<file path="src/rtl/nd_pkg.sv">
`default_nettype none
// ============================================================================
// Module      : nd_pkg
// Description : Shared types and constants for the two-approach track
//               interlock (nd). Holds the FSM state encoding, the grant
//               flag encoding, counter width and default timing values.
// Revision    : 1.0 - initial release
// ============================================================================
package nd_pkg;

  // Width of the shared hold/gap down-counter.
  localparam int CNT_W = 8;

  // Default timing, in clock cycles.
  localparam int HOLD_DEFAULT = 2;
  localparam int GAP_DEFAULT  = 1;

  // Interlock FSM states, explicit 3-bit encoding.
  typedef enum logic [2:0] {
    ST_IDLE   = 3'd0,
    ST_ROUTE1 = 3'd1,
    ST_ROUTE2 = 3'd2,
    ST_HOLD1  = 3'd3,
    ST_HOLD2  = 3'd4,
    ST_GAP    = 3'd5
  } state_t;

  // Which route was granted most recently (round-robin arbitration).
  typedef enum logic {
    GRANT1 = 1'b0,
    GRANT2 = 1'b1
  } grant_t;

  // Counter reload value for a phase lasting 'cycles' clock cycles: the
  // counter is checked for zero before decrementing, so it starts at N-1.
  function automatic logic [CNT_W-1:0] cnt_load(input int cycles);
    int tmp;
    tmp = cycles - 1;
    return tmp[CNT_W-1:0];
  endfunction

endpackage : nd_pkg
`default_nettype wire

</file>
<file path="src/rtl/nd_sync.sv">
`default_nettype none
// ============================================================================
// Module      : nd_sync
// Description : Two-flop level synchronizer for one asynchronous sensor.
//               Both flops clear on synchronous active-low reset.
// Ports       : clk  - system clock (rising edge)
//               rest - synchronous reset, active-low
//               din  - asynchronous level input
//               dout - synchronized level (two clocks of latency)
// Revision    : 1.0 - initial release
// ============================================================================
module nd_sync (
  input  logic clk,
  input  logic rest,
  input  logic din,
  output logic dout
);

  logic meta;

  always_ff @(posedge clk) begin
    if (!rest) begin
      meta <= 1'b0;
      dout <= 1'b0;
    end else begin
      meta <= din;
      dout <= meta;
    end
  end

endmodule : nd_sync
`default_nettype wire

</file>
<file path="src/rtl/nd.sv">
`default_nettype none
// ============================================================================
// Module      : nd
// Description : Two-approach track switch interlock. Each approach sensor is
//               synchronized, then a single FSM grants at most one route at
//               a time, holds it for HOLD_CYCLES after the sensor drops, and
//               forces a GAP_CYCLES dead band before any new route is set.
//               Simultaneous requests from IDLE are arbitrated round-robin.
// Ports       : clk     - system clock (rising edge)
//               rest    - synchronous reset, active-low
//               sensor1 - approach 1 train detector (async level, high)
//               sensor2 - approach 2 train detector (async level, high)
//               switch1 - registered, 1 = track set for route 1
//               switch2 - registered, 1 = track set for route 2
// Parameters  : HOLD_CYCLES - hold time after sensor release (1..255)
//               GAP_CYCLES  - dead band between routes (1..255)
// Revision    : 1.0 - initial release
// ============================================================================
module nd
  import nd_pkg::*;
#(
  parameter int HOLD_CYCLES = HOLD_DEFAULT,
  parameter int GAP_CYCLES  = GAP_DEFAULT
) (
  input  logic clk,
  input  logic rest,
  input  logic sensor1,
  input  logic sensor2,
  output logic switch1,
  output logic switch2
);

  localparam logic [CNT_W-1:0] HOLD_LOAD = cnt_load(HOLD_CYCLES);
  localparam logic [CNT_W-1:0] GAP_LOAD  = cnt_load(GAP_CYCLES);

  logic s1;
  logic s2;

  nd_sync u_sync1 (
    .clk  (clk),
    .rest (rest),
    .din  (sensor1),
    .dout (s1)
  );

  nd_sync u_sync2 (
    .clk  (clk),
    .rest (rest),
    .din  (sensor2),
    .dout (s2)
  );

  state_t           state;
  grant_t           last_grant;
  logic [CNT_W-1:0] cnt;

  // Single registered FSM. The switch outputs are decoded from the state
  // held before this edge, so they follow the state by one register stage;
  // because they come from one state value they can never both be 1.
  always_ff @(posedge clk) begin
    if (!rest) begin
      state      <= ST_IDLE;
      last_grant <= GRANT2;   // route 1 wins the first tie after reset
      cnt        <= '0;
      switch1    <= 1'b0;
      switch2    <= 1'b0;
    end else begin
      switch1 <= (state == ST_ROUTE1) || (state == ST_HOLD1);
      switch2 <= (state == ST_ROUTE2) || (state == ST_HOLD2);

      case (state)
        ST_IDLE: begin
          if (s1 && s2) begin
            // Tie: serve whichever route was not granted last.
            if (last_grant == GRANT2) begin
              state      <= ST_ROUTE1;
              last_grant <= GRANT1;
            end else begin
              state      <= ST_ROUTE2;
              last_grant <= GRANT2;
            end
          end else if (s1) begin
            state      <= ST_ROUTE1;
            last_grant <= GRANT1;
          end else if (s2) begin
            state      <= ST_ROUTE2;
            last_grant <= GRANT2;
          end
        end

        ST_ROUTE1: begin
          if (!s1) begin
            state <= ST_HOLD1;
            cnt   <= HOLD_LOAD;
          end
        end

        ST_ROUTE2: begin
          if (!s2) begin
            state <= ST_HOLD2;
            cnt   <= HOLD_LOAD;
          end
        end

        ST_HOLD1: begin
          if (s1) begin
            state <= ST_ROUTE1;
          end else if (cnt == '0) begin
            state <= ST_GAP;
            cnt   <= GAP_LOAD;
          end else begin
            cnt <= cnt - 1'b1;
          end
        end

        ST_HOLD2: begin
          if (s2) begin
            state <= ST_ROUTE2;
          end else if (cnt == '0) begin
            state <= ST_GAP;
            cnt   <= GAP_LOAD;
          end else begin
            cnt <= cnt - 1'b1;
          end
        end

        ST_GAP: begin
          // Sensors are ignored here; pending requests are levels and are
          // picked up again from IDLE.
          if (cnt == '0) begin
            state <= ST_IDLE;
          end else begin
            cnt <= cnt - 1'b1;
          end
        end

        default: begin
          state <= ST_IDLE;
          cnt   <= '0;
        end
      endcase
    end
  end

endmodule : nd
`default_nettype wire

</file>
<file path="config.mk">
export PLATFORM = sky130hd
export DESIGN_NAME = nd
export DESIGN_NICKNAME = d
export VERILOG_FILES = /design/src/rtl/nd_pkg.sv /design/src/rtl/nd_sync.sv /design/src/rtl/nd.sv
export SDC_FILE = /design/constraint.sdc
export NUM_CORES = 1
export LEC_CHECK = 0
export ABC_AREA = 1
export ABC_CLOCK_PERIOD_IN_PS = 1300
export CAP_MARGIN = 20
export CORE_MARGIN = 2
export CORE_UTILIZATION = 40
export CTS_CLUSTER_SIZE = 28
export DETAILED_ROUTE_END_ITERATION = 12
export SKIP_LAST_GASP = 1
export SLEW_MARGIN = 20
export SYNTH_ARGS = -nofsm -noshare
export SYNTH_HDL_FRONTEND = slang
export SYNTH_HIERARCHICAL = 1
export SYNTH_SLANG_ARGS = --single-unit
</file>
<file path="constraint.sdc">
create_clock -name clk -period 1.3 [get_ports clk]
set_input_delay 0.26 -clock clk [delete_from_list [all_inputs] [get_ports clk]]
set_output_delay 0.26 -clock clk [all_outputs]
set_load 0.1 [all_outputs]
</file>
# [Word-level counts from Yosys, hierarchy flattened]
# Cells that the tools add are included.
[classes] bitwise_logic=1 n_addsub=1 eq_ne=12 muxes=22 n_reduce_logical=9
[op_table] op="8-bit 2-to-1 mux" n=6
[op_table] op="8-bit case mux with 6 select lines" n=1
[op_table] op="3-bit 2-to-1 mux" n=9
[op_table] op="3-bit case mux with 6 select lines" n=1
[op_table] op="2-bit inequality test, second input constant" n=6
[op_table] op="8-bit logical NOT" n=1
[op_table] op="8-bit by 1-bit subtractor with 8-bit output, second input constant" n=1
[op_table] op="3-bit by 2-bit equality test with 1-bit output, second input constant" n=2
[op_table] op="3-bit equality test, second input constant" n=2
[op_table] op="6-bit AND reduction" n=1
[op_table] op="1-bit 2-to-1 mux" n=4
[op_table] op="4-bit by 2-bit inequality test with 1-bit output, second input constant" n=1
[op_table] op="4-bit AND reduction" n=1
[op_table] op="3-bit by 1-bit equality test with 1-bit output, second input constant" n=1
[op_table] op="3-bit logical NOT" n=1
[op_table] op="3-bit nonzero test" n=1
[op_table] op="1-bit logical OR" n=2
[op_table] op="2-bit 2-to-1 mux" n=1
[op_table] op="2-bit AND reduction" n=1
[op_table] op="1-bit logical AND" n=1
[op_table] op="1-bit NOT" n=1
[word_totals] in_bits=4 out_inout_bits=2 regBits=18

# [Depth between registers and ports, before layout]
[logic_depth] depth_word=4 mapped_depth=10 mapped_depth_nobuf=10

# [Cells and area by module]
# The synthesis kept the hierarchy.
[by_module_without_submodules] module="nd" area_each_um2=968.4 cells_per_inst=155 seq_area_each_um2=280.3 n_inst=1
[by_module_without_submodules] module="nd_sync" area_each_um2=55.1 cells_per_inst=6 seq_area_each_um2=40.0 n_inst=2

# [Worst setup path before layout]
# No wires, ideal clock.
[synth_timing] kind="reg2reg" from="register cnt[0]" to="register cnt[0]" slack_ns=-0.070 synth_period_minus_slack_ns=1.370 arrival_time_ns=1.238 setup_time_ns=0.132 path_stages_with_launch=10 required_ns=1.168 cell_sequence="dfxtp_1 -> inv_1 -> ha_1 -> inv_1 -> nor2_2 -> nand3_2 -> nand3_4 -> inv_4 -> o21ai_1 -> a21oi_1"
[synth_via] elab_chain_len=4 word_cells_on_any_way=9
[synth_lines] item="start: declaration" line="nd.sv:55" source="logic [CNT_W-1:0] cnt;"
[synth_lines] item="start signal: assignment" line="nd.sv:112" source="cnt <= cnt - 1'b1;"
[synth_lines] item="start signal: assignment" line="nd.sv:123" source="cnt <= cnt - 1'b1;"
[synth_lines] item="start signal: assignment" line="nd.sv:133" source="cnt <= cnt - 1'b1;"
[synth_lines] item="8-bit by 1-bit subtractor with 8-bit output / 8-bit logical NOT (equally long branches)"
[synth_lines] item="8-bit 2-to-1 mux" line="nd.sv:108, nd.sv:119"
[synth_lines] item="8-bit 2-to-1 mux (on tied branches)" line="nd.sv:117, nd.sv:106"
[synth_lines] item="8-bit case mux with 6 select lines" line="nd.sv:71" source="case (state)"
# Parallel ways exist; a longest one is shown, timed or not. The select of a mux whose other input is x is not followed.
# A chain may end at the register's enable or synchronous reset.

# [Final worst setup path]
[layout_timing] from="register cnt[0]" to="register state[1]"
[layout_via] elab_chain_len=4 word_cells_on_any_way=7
[layout_lines] item="8-bit logical NOT (*)" line="nd.sv:108, nd.sv:119, nd.sv:130"
[layout_lines] item="3-bit 2-to-1 mux"
[layout_lines] item="3-bit 2-to-1 mux (on tied branches)"
[layout_lines] item="3-bit case mux with 6 select lines"
[layout_lines] item="end signal: assignment" line="nd.sv:109" source="state <= ST_GAP;"
[layout_lines] item="end signal: assignment" line="nd.sv:120" source="state <= ST_GAP;"
[layout_lines] item="end signal: assignment" line="nd.sv:131" source="state <= ST_IDLE;"
[layout_lines] item="end: declaration" line="nd.sv:53" source="state_t state;"
# Every way passes the cells marked *; elsewhere a longest branch is shown, timed or not.

==> impl_metrics.toml <==
[status]
status = "finished with violations"
violations = "setup timing"

[grt]
antenna_found_initial = 0
grt_pass1_wl_um = 4370
overflow = 0
grt_pass1_vias = 1030
grt_usage = 0.174
grt_max_degree = 11

[sta]
worst_pin_slew_ns = 0.268
setup_viol = 3
fin_ws_ns = -0.0116
fmax_ghz = 0.762
fin_tns_setup_ns = -0.0234
slew_headroom = 0.821
fin_crit_sh = 1.01
finalClockSkew_ns = 0.00338
drv_slew = 0
final-hold-violation-count = 0
rsz0062_at_grt = "true"
fin_crit_ns = 1.31

[placed_design]
gp_congestion = 0.903
hpwlAfterDp_um = 1870
portBuffers = 5

[logic_synthesis]
ys_seq_area_frac = 0.334
syn_area_per_cell_um2 = 6.46
syn_inst = 167
yosysTopAreaCell = "dfxtp_1"
synthDistinctLibCells = 24
yosysTopAreaCellShare = 0.334
synth-seq-cells = 18
synthTopCellsByArea = "dfxtp_1 (33%), nand2_1 (17%), inv_1 (6.3%)"
yosys_warnings = 6
synth_area_mm2 = 0.00108
syn-num-nets = 173

[pwr]
power_density_mw_per_mm2 = 1340
power_mw = 1.95
total_leakage_power_nw = 0.684
irDropWorstVdd_mv = 0.718

[critical_path]
critical_path_class = "reg2reg"
startpoint_type = "flop"
r2r-end = "state[1]$_SDFFE_PN0P_"
timing.rr.start = "cnt[0]$_SDFFE_PN0P_"
regToRegSetupSlack_ns = -0.01
required_ns = 1.50
endpoint_kind = "flop"
rr_worst_depth = 10
cp_max_fo = 5
critical_path_arrival_ns = 1.51

[floorplanning]
core_mm2 = 0.00252
start_util = 0.428
rows = 18
chipWidth_um = 55.9
ios = 6
dieHeight_um = 55.9
die_area_mm2 = 0.00313

[final_layout]
mostFrequentLayoutCells = "nand2_1 (44), inv_1 (15), buf_4 (13)"
areaGrowthSynthToFinish_pct = 34.8
layout_commonest_cell = "nand2_1"
fin_util = 0.576
drive_gt1_frac = 0.376
fin_nets = 196
antennaDiodeCount = 0

[clock_network]
cts_max_path_buffers = 2
hold_buffers = 0
clk_pin_slew_ns = 0.11
htree_levels = 1
cts_tree = "built"
clock_tree.root_cell = "clkbuf_4"
numCtsBuffers = 3
clk_latency_ns = 0.30
clock_sinks = 18

[routing]
via_per_inst = 5.25
drtIter0Drc = 20
num_vias = 1150
route.detailed.drc = 0
ant_nets = 0
first_pass_iters = 4
wirelength_um = 2630
wl_per_cell_um = 12.0

[worst_hold_path]
holdPathEnd = "u_sync1/dout$_SDFF_PN0_"
hold_path.class = "reg2reg"
min_from = "u_sync1/meta$_SDFF_PN0_"
min_delay_path_depth = 2

[run]
drv_cap = 0
[critical path: stages (launching register included)]
cell and delay [ns]:
dfxtp_2 0.35, inv_4 0.07, ha_4 0.13, inv_2 0.04, nor2_4 0.13, nand2_4 0.10, buf_6 0.14, nand2_2 0.06
nand4_1 0.07, nand2_1 0.08, a21oi_1 0.05
[synthesized netlist by cell type (all sizes together)]
master and count:
clkbuf 1, nor3 1, a21oi 11, nor2 18, inv 27, xnor2 1, ha 2, nand2 52
o21ai 11, dfxtp 18, nand3 15, o211ai 1, nand4 9
[cells by family (layout without fill, tap and decap cells)]
logic type               count (synthesis)  count (layout)  synth area share
XOR/XNOR                                 1               1           0.00812
AO/OA/AOI/OAI                           23              23             0.116
AND/OR/NAND/NOR                         95              95             0.419
buffers and inverters                   28              50            0.0998
flip-flops                              18              18             0.334
adder cells (fa/ha/maj)                  2               2            0.0232
[metrics by stage]
stage | setup WS, ns | instance area [um2] | std cells | hold slack [ns]
final | -0.0116 | 1450 | 219 | 0.414
after global routing | -0.0968 | 1450 | 219 | 0.433
after CTS | -0.0222 | 1350 | 217 | 0.419
after detailed placement | -0.123 | 1260 | 211 | 0.398
after global placement | -0.108 | 1260 | 211 | 0.389
after floorplan | 0.00912 | 1080 | 167 | 0.353
[power breakdown]
part / switching (mW) / internal [mW]
logic: 0.563 / 0.363
clock network: 0.186 / 0.171
registers: 0.0554 / 0.608
[final cells by class]
cell class,instances,area [um2]
Inverter,27,111
Multi-Input combinational cell,121,714
Tap cell,30,37.5
Clock buffer,4,36.3
Sequential cell,18,375
Timing Repair Buffer,19,179
Fill cell,238,1070
[registers in the layout (all words and copies together), names as in the netlist]
register      cells
state             3
u_sync1/dout      1
u_sync1/meta      1
cnt               8
last_grant        1
u_sync2/meta      1
switch1           1
switch2           1
u_sync2/dout      1
[metal layers]
layer	track usage	routed length, um
met5	0	0
met4	0.0714	51
met3	0.0256	140
met2	0.279	1270
met1	0.233	1170
[what timing repair did]
action / CTS / global route
endpoints found under the setup margin: 11 / 11
cloned: 0 / 0
resized for setup: 13 / 30
pin swaps: 8 / 14
setup buffers: 2 / 2
[worst max path at each step]
stage | startpoint | endpoint | slack [ns]
floorplan | cnt[1]$_SDFFE_PN0P_ | cnt[0]$_SDFFE_PN0P_ | 0.009
global placement | cnt[1]$_SDFFE_PN0P_ | cnt[0]$_SDFFE_PN0P_ | -0.11
detailed placement | cnt[1]$_SDFFE_PN0P_ | cnt[0]$_SDFFE_PN0P_ | -0.12
CTS | cnt[1]$_SDFFE_PN0P_ | state[0]$_SDFFE_PN0P_ | -0.02
global route | cnt[1]$_SDFFE_PN0P_ | state[0]$_SDFFE_PN0P_ | -0.1
finish | cnt[0]$_SDFFE_PN0P_ | state[1]$_SDFFE_PN0P_ | -0.01
Power figures use the tool's default switching activity.
